File: src/rtl/avr_irq_pkg.sv
// Shared register map and encodings for the AVR interrupt controller.
package avr_irq_pkg;

  typedef enum logic [1:0] {
    IRQ_EN_A   = 2'd0,
    IRQ_PEND_A = 2'd1,
    IRQ_MODE_A = 2'd2,
    IRQ_STAT_A = 2'd3
  } irq_reg_e;

  localparam int   REG_W         = 8;
  localparam int   IRQ_STAT_FLAG = 7;
  localparam logic IRQ_LEVEL     = 1'b0;
  localparam logic IRQ_EDGE      = 1'b1;

endpackage

File: src/rtl/irq_prio_arb.sv
// Combinational find-first over N requests, searching upward from a start
// index and wrapping; start=0 gives fixed lowest-index priority.
module irq_prio_arb #(
  parameter int N = 8,
  parameter int W = 3
) (
  input  logic [N-1:0] req,
  input  logic [W-1:0] start,
  output logic         valid,
  output logic [W-1:0] idx
);

  always_comb begin
    int j;
    j     = 0;
    valid = 1'b0;
    idx   = '0;
    for (int k = 0; k < N; k++) begin
      j = int'(start) + k;
      if (j >= N) j = j - N;
      if (!valid && req[j]) begin
        valid = 1'b1;
        idx   = W'(j);
      end
    end
  end

endmodule

File: src/rtl/avr_irq_ctrl.sv
// AVR interrupt controller: per-channel pending/enable/mode, ack auto-clear,
// registered iflag/ivect. Define AVR_IRQ_ROTATE_EN for round-robin priority.
module avr_irq_ctrl
  import avr_irq_pkg::*;
#(
  parameter int         N_IRQ    = 8,
  parameter int         VECT_W   = 3,
  parameter logic [7:0] EN_RESET = 8'h00
) (
  input  logic              clk,
  input  logic              rst,
  input  logic              io_re,
  input  logic              io_we,
  input  logic [1:0]        io_a,
  input  logic [7:0]        io_din,
  output logic [7:0]        io_dout,
  input  logic [N_IRQ-1:0]  irq_lines,
  input  logic              int_ack,
  input  logic [VECT_W-1:0] int_ack_vect,
  output logic              iflag,
  output logic [VECT_W-1:0] ivect
);

  logic [N_IRQ-1:0]  en_r, mode_r, pend_edge, prev;
  logic [N_IRQ-1:0]  pend_raw, rise, w1c, ack_oh, active;
  logic              ack_hit;
  logic              arb_valid;
  logic [VECT_W-1:0] arb_idx, start;
  logic [REG_W-1:0]  en_pad, pend_pad, mode_pad, stat;

  // Level channels expose the line itself; only edge channels latch.
  assign pend_raw = (mode_r & pend_edge) | (~mode_r & irq_lines);
  assign rise     = irq_lines & ~prev;
  assign w1c      = (io_we && io_a == IRQ_PEND_A) ? io_din[N_IRQ-1:0] : '0;

  always_comb begin
    ack_oh  = '0;
    ack_hit = 1'b0;
    if (int_ack && int'(int_ack_vect) < N_IRQ) begin
      ack_oh[int_ack_vect] = 1'b1;
      ack_hit              = pend_raw[int_ack_vect];
    end
  end

  // The acked vector is withheld this cycle so the core never sees it twice.
  assign active = pend_raw & en_r & ~ack_oh;

  irq_prio_arb #(.N(N_IRQ), .W(VECT_W)) u_arb (
    .req   (active),
    .start (start),
    .valid (arb_valid),
    .idx   (arb_idx)
  );

  always_ff @(posedge clk) begin
    if (rst) begin
      en_r      <= EN_RESET[N_IRQ-1:0];
      mode_r    <= '0;
      pend_edge <= '0;
      prev      <= '0;
      iflag     <= 1'b0;
      ivect     <= '0;
    end else begin
      prev      <= irq_lines;
      pend_edge <= mode_r & (rise | (pend_edge & ~(w1c | ack_oh)));
      if (io_we && io_a == IRQ_EN_A)   en_r   <= io_din[N_IRQ-1:0];
      if (io_we && io_a == IRQ_MODE_A) mode_r <= io_din[N_IRQ-1:0];
      iflag <= arb_valid;
      ivect <= arb_valid ? arb_idx : '0;
    end
  end

`ifdef AVR_IRQ_ROTATE_EN
  localparam int PTR_W = (VECT_W < 3) ? VECT_W : 3;
  logic [VECT_W-1:0] ptr;

  always_ff @(posedge clk) begin
    if (rst) begin
      ptr <= '0;
    end else if (ack_hit) begin
      ptr <= (int'(int_ack_vect) == N_IRQ - 1) ? '0 : int_ack_vect + 1'b1;
    end
  end

  assign start = ptr;
`else
  assign start = '0;
`endif

  always_comb begin
    en_pad                  = '0;
    pend_pad                = '0;
    mode_pad                = '0;
    en_pad[N_IRQ-1:0]       = en_r;
    pend_pad[N_IRQ-1:0]     = pend_raw;
    mode_pad[N_IRQ-1:0]     = mode_r;
    stat                    = '0;
    stat[IRQ_STAT_FLAG]     = iflag;
    stat[VECT_W-1:0]        = ivect;
`ifdef AVR_IRQ_ROTATE_EN
    stat[4 +: PTR_W]        = ptr[PTR_W-1:0];
`endif
    io_dout = '0;
    if (io_re) begin
      case (io_a)
        IRQ_EN_A:   io_dout = en_pad;
        IRQ_PEND_A: io_dout = pend_pad;
        IRQ_MODE_A: io_dout = mode_pad;
        default:    io_dout = stat;
      endcase
    end
  end

endmodule

File: config.mk
export PLATFORM = sky130hd
export DESIGN_NAME = avr_irq_ctrl
export DESIGN_NICKNAME = d
export VERILOG_FILES = /design/src/rtl/avr_irq_pkg.sv /design/src/rtl/irq_prio_arb.sv /design/src/rtl/avr_irq_ctrl.sv
export SDC_FILE = /design/constraint.sdc
export NUM_CORES = 1
export LEC_CHECK = 0
export BUFFER_PORTS_ARGS = -buffer_cell sky130_fd_sc_hd__buf_2
export CAP_MARGIN = 10
export CORE_MARGIN = 4
export CORE_UTILIZATION = 40
export CTS_CLUSTER_SIZE = 14
export DETAILED_ROUTE_END_ITERATION = 8
export PLACE_DENSITY = 0.72
export SLEW_MARGIN = 10
export SYNTH_ARGS = -nofsm -noshare
export SYNTH_HDL_FRONTEND = slang
export SYNTH_SLANG_ARGS = --single-unit
File: constraint.sdc
create_clock -name clk -period 4 [get_ports clk]
set_input_delay 0.4 -clock clk [delete_from_list [all_inputs] [get_ports clk]]
set_output_delay 0.4 -clock clk [all_outputs]
set_load 0.005 [all_outputs]
; After elaboration in Yosys (flattened, before gate mapping)
; Index checks and enable logic that the tools add are counted.
[word_totals]
inputBits = 26
regBits = 36
output_inout_bits = 12
wordCells = 66
[classes]
n_eq_ne = 2
n_bitwise = 15
reduce_logical = 20
order_cmp = 2
muxes = 21
[op_table]
columns = cell, count
row1 = $and A8 B8 Y8, 7
row2 = $not A8 Y8, 4
row3 = $mux W8, 3
row4 = $or A8 B8 Y8, 3
row5 = $pmux W8 S3, 1
row6 = $mux W3, 4
row7 = $logic_and A1 B1 Y1, 11
row8 = $mux W1, 10
row9 = $logic_not A1 Y1, 7
row10 = $lt A3 B4 Y1 const B, 1
row11 = $mux W2, 2
row12 = $demux W1 S3, 1
row13 = $ge A3 B1 Y1 const B, 1
row14 = $eq A2 B1 Y1 const B, 1
row15 = $eq A2 B2 Y1 const B, 1
row16 = $logic_not A2 Y1, 1
row17 = $reduce_or A2 Y1, 1
row18 = $not A1 Y1, 1

; Longest topological paths before layout
[depth]
ltp_word = 31
depth_mapped = 6
ltp_nobuf = 5

; Modules after synthesis
; A second synthesis with hierarchy kept.
[hier_totals]
cells_unflattened = 301
area_unflattened_um2 = 2812.7
[modules_own_cells]
columns = mod, seq_area_each_um2, area_each_um2, n_inst, cells_each
row1 = avr_irq_ctrl, 720.7, 1831.8, 1, 196
row2 = irq_prio_arb, 0.0, 980.9, 1, 105

; Least setup slack after synthesis
; Ideal clock, no wire load.
[synth_timing]
path_type = input -> output
start = input port io_a[0]
end = output port io_dout[0]
arrival_time_ns = 1.544
n_path_buf = 1
setup_slack_ns = 2.056
stages = 3
required_time_ns = 3.600
cell_sequence = clkbuf_1 mux4_2 and2_1
[synth_between]
elab_chain_cells = 3
[synth_rtl]
columns = element, line_no
row1 = start: declaration, avr_irq_ctrl.sv:14  ; input logic [1:0] io_a,
row2 = $eq A2 B2 Y1 (tied with other cells), avr_irq_ctrl.sv:105  ; case (io_a)
row3 = $pmux W8 S3 *, avr_irq_ctrl.sv:105
row4 = $mux W8 *, avr_irq_ctrl.sv:104  ; if (io_re) begin
row5 = end: declaration, avr_irq_ctrl.sv:16  ; output logic [7:0] io_dout,
; Mark *: on every way between the ends. The rest lies on a longest branch, timed or not.

; Final worst setup path
[layout_timing]
start = input port io_a[1]
end = output port io_dout[5]
; The elaborated chain is that of the path after synthesis.

==> impl_metrics.toml <==
[floorplanning]
die-area_um2 = 5481
core-area_um2 = 4115
dieWidth_um = 74.04
die_h_um = 74.04
num_rows = 23
floorplan.initialDensity_pct = 42.38
io_pins = 38

[critical_path]
worst_r2r_endpoint = "ivect[1]$_SDFF_PP0_"
reg2reg_depth = 5
worstPathArrival_ns = 1.92
criticalPathCategory = "in2out"
path_cells = "buf_2 > nor2b_1 > nand2_1 > o21ai_0 > and2_1 > buf_2"
slowest_stage = "nor2b_1"
r2r_setup_slack_ns = 2.22
critical_path.reg2reg.startpoint = "mode_pad[2]$_SDFFE_PP0P_"
crit_path_start_kind = "input pin"
cp_common_cell = "buf_2"
cpPeakStageDelay_ns = 0.81
cp.required_ns = 3.60
end_kind = "primary output"
cp_max_fo = 13

[final_layout]
multiInputGateArea_um2 = 954.7
final_cell_mix = "buf_2, dfxtp_1, nand2_1, nand3_1"
syn2layout_area_growth_pct = 18.36
fillCellCount = 390
stdcell_count = 284
seq_area_um2 = 720.7
diodes = 0
layout.nets = 260
fin_util_pct = 50.17
final_common_cell = "buf_2"
drive_gt1_share_pct = 25.64

[place]
dpl.cell_count = 277
port_buffers = 37
place.gp.congestion = 0.8518
dp_hpwl_mm = 3.142

[detailed_routing]
vias_per_cell = 5.408
ant_nets = 0
drt-initial-drc-count = 96
totalWireLength_mm = 4.458
via_count = 1536
wl_per_cell_um = 15.70
drc_errors = 0
dr.pass1.iters = 4

[clock_tree]
numCtsBuffers = 5
cts_sinks = 36
cts_buffer_depth = 2
cts_resized = 0
cts_tree = "yes"
cts-root-buf = "clkbuf_8"
h-tree-depth = 2
postCtsSetupRepairBufs = 0
insertion_delay_ns = 0.29
clkSlewWorstSetupHoldPaths_ns = 0.07
ctsHoldBuffers = 0

[yosys]
ys_seq_elements = 36
synthesis.instances = 197
yosysWarnings = 0
synth_cell_types = 29
synth_nets = 223
seq_area_frac_synth_pct = 41.32
avgSynthCellArea_um2 = 8.854
synth.cell_area_um2 = 1744

[timing]
timing.setup.tns_ns = 0
finalCriticalPeriod_ns = 2.322
max_clock_freq_ghz = 0.4307
max_slew_margin_pct = 35.81
final-setup-viol-count = 0
rsz0062_at_grt = "false"
finalClockSkew_ns = 0.002805
fin_crit_sh_pct = 58.04
drv_slew = 0
hold-worst-slack_ns = 0.3495
worst_pin_slew_ns = 0.9609
timing.final.hold_violations = 0

[grt]
grt_start_max_net_pins = 26
track_usage_pct = 18.08
overflow = 0
antenna_found_initial = 0
grt_pass1_vias = 1545
grt_pass1_wl_mm = 7.348

[power]
power_uw = 751.1
cellLeakagePower_nw = 0.8985
powerDensity_nw_per_um2 = 363.8
ir_worst_vdd_mv = 0.1598

[min_path]
hold_end = "prev[6]$_SDFF_PP0_"
min_delay_path_depth = 2
hp-class = "in2reg"
min_from = "irq_lines[6]"

[status]
outcome = "finished clean"

[run]
maxCapViolCount = 0
[cell type report]
class / instances / area share [%]
sequential: 36 / 34.91
multi-input combinational: 143 / 46.24
tap: 50 / 3.030
clock buffer: 7 / 4.667
timing repair buffer: 38 / 9.333
inverter: 10 / 1.818
[worst max-delay path: cells and delay by family]
family,cells,cell delay (ns)
buf+inv,2,0.36
compound gates,1,0.10
simple gates,3,1.06
[layer usage]
metal	vias to the layer above	GRT usage, %	part of all wire, %
li1	767	-	-
met1	726	23.15	47
met2	38	28.94	46
met3	5	4.459	5.8
met4	0	7.847	1.1
met5	-	0	0
[report_power, final]
part / switching (mW) / internal [mW]
Combinational: 0.0519 / 0.0431
Clock: 0.123 / 0.153
Sequential: 0.00770 / 0.372
[worst max-delay path by stage]
| stage | startpoint | endpoint | slack [ns] | depth (start not counted) |
|---|---|---|---|---|
| finish | io_a[1] | io_dout[5] | 1.68 | 6 |
| global route | io_a[1] | io_dout[6] | 1.56 | 6 |
| CTS | io_a[1] | io_dout[6] | 1.70 | 6 |
| detailed placement | io_a[1] | io_dout[6] | 1.71 | 6 |
| global placement | io_a[1] | io_dout[6] | 1.80 | 6 |
| floorplan | io_a[0] | io_dout[0] | 2.06 | 3 |
[flip-flops by register name, indices dropped and copies added, names as in the netlist]
signal / flops
en_pad: 8
ivect: 3
iflag: 1
mode_pad: 8
prev: 8
pend_edge: 8
[metrics by stage]
step | instance area, um^2 | setup slack [ns]
final | 2064 | 1.678
after floorplan | 1744 | 2.056
after detailed placement | 1968 | 1.713
after global routing | 2064 | 1.561
after global placement | 1968 | 1.804
after CTS | 2064 | 1.704
[synthesized netlist by cell type (all sizes together)]
| master | instances | share of area, % |
|---|---|---|
| nand4bb | 3 | 1.9 |
| nor2b | 7 | 2.5 |
| a2bb2oi | 1 | 0.50 |
| nand4 | 2 | 0.72 |
| buf | 1 | 0.29 |
| mux2 | 8 | 5.2 |
| mux2i | 12 | 6.9 |
| o21ai | 12 | 3.4 |
| dfxtp | 36 | 41 |
| a21oi | 10 | 2.9 |
| and2 | 7 | 2.5 |
| nand2b | 1 | 0.36 |
| nand2 | 22 | 4.9 |
| clkbuf | 7 | 1.5 |
| mux4 | 4 | 5.2 |
| inv | 10 | 2.2 |
| o31ai | 1 | 0.43 |
| nor2 | 12 | 2.6 |
| nor3 | 2 | 0.57 |
| or4b | 2 | 1.4 |
| and3 | 9 | 3.2 |
| nand3 | 23 | 7.2 |
| nor3b | 1 | 0.43 |
| and3b | 1 | 0.50 |
| nand4b | 3 | 1.5 |
[cells by family after synthesis]
kind of cell | count (synthesis) | synth area share [%]
compound gates | 24 | 7.246
flops | 36 | 41.32
buf+inv | 18 | 3.946
mux | 24 | 17.22
simple gates | 95 | 30.27
No activity file was read; power rests on OpenSTA's default activity.
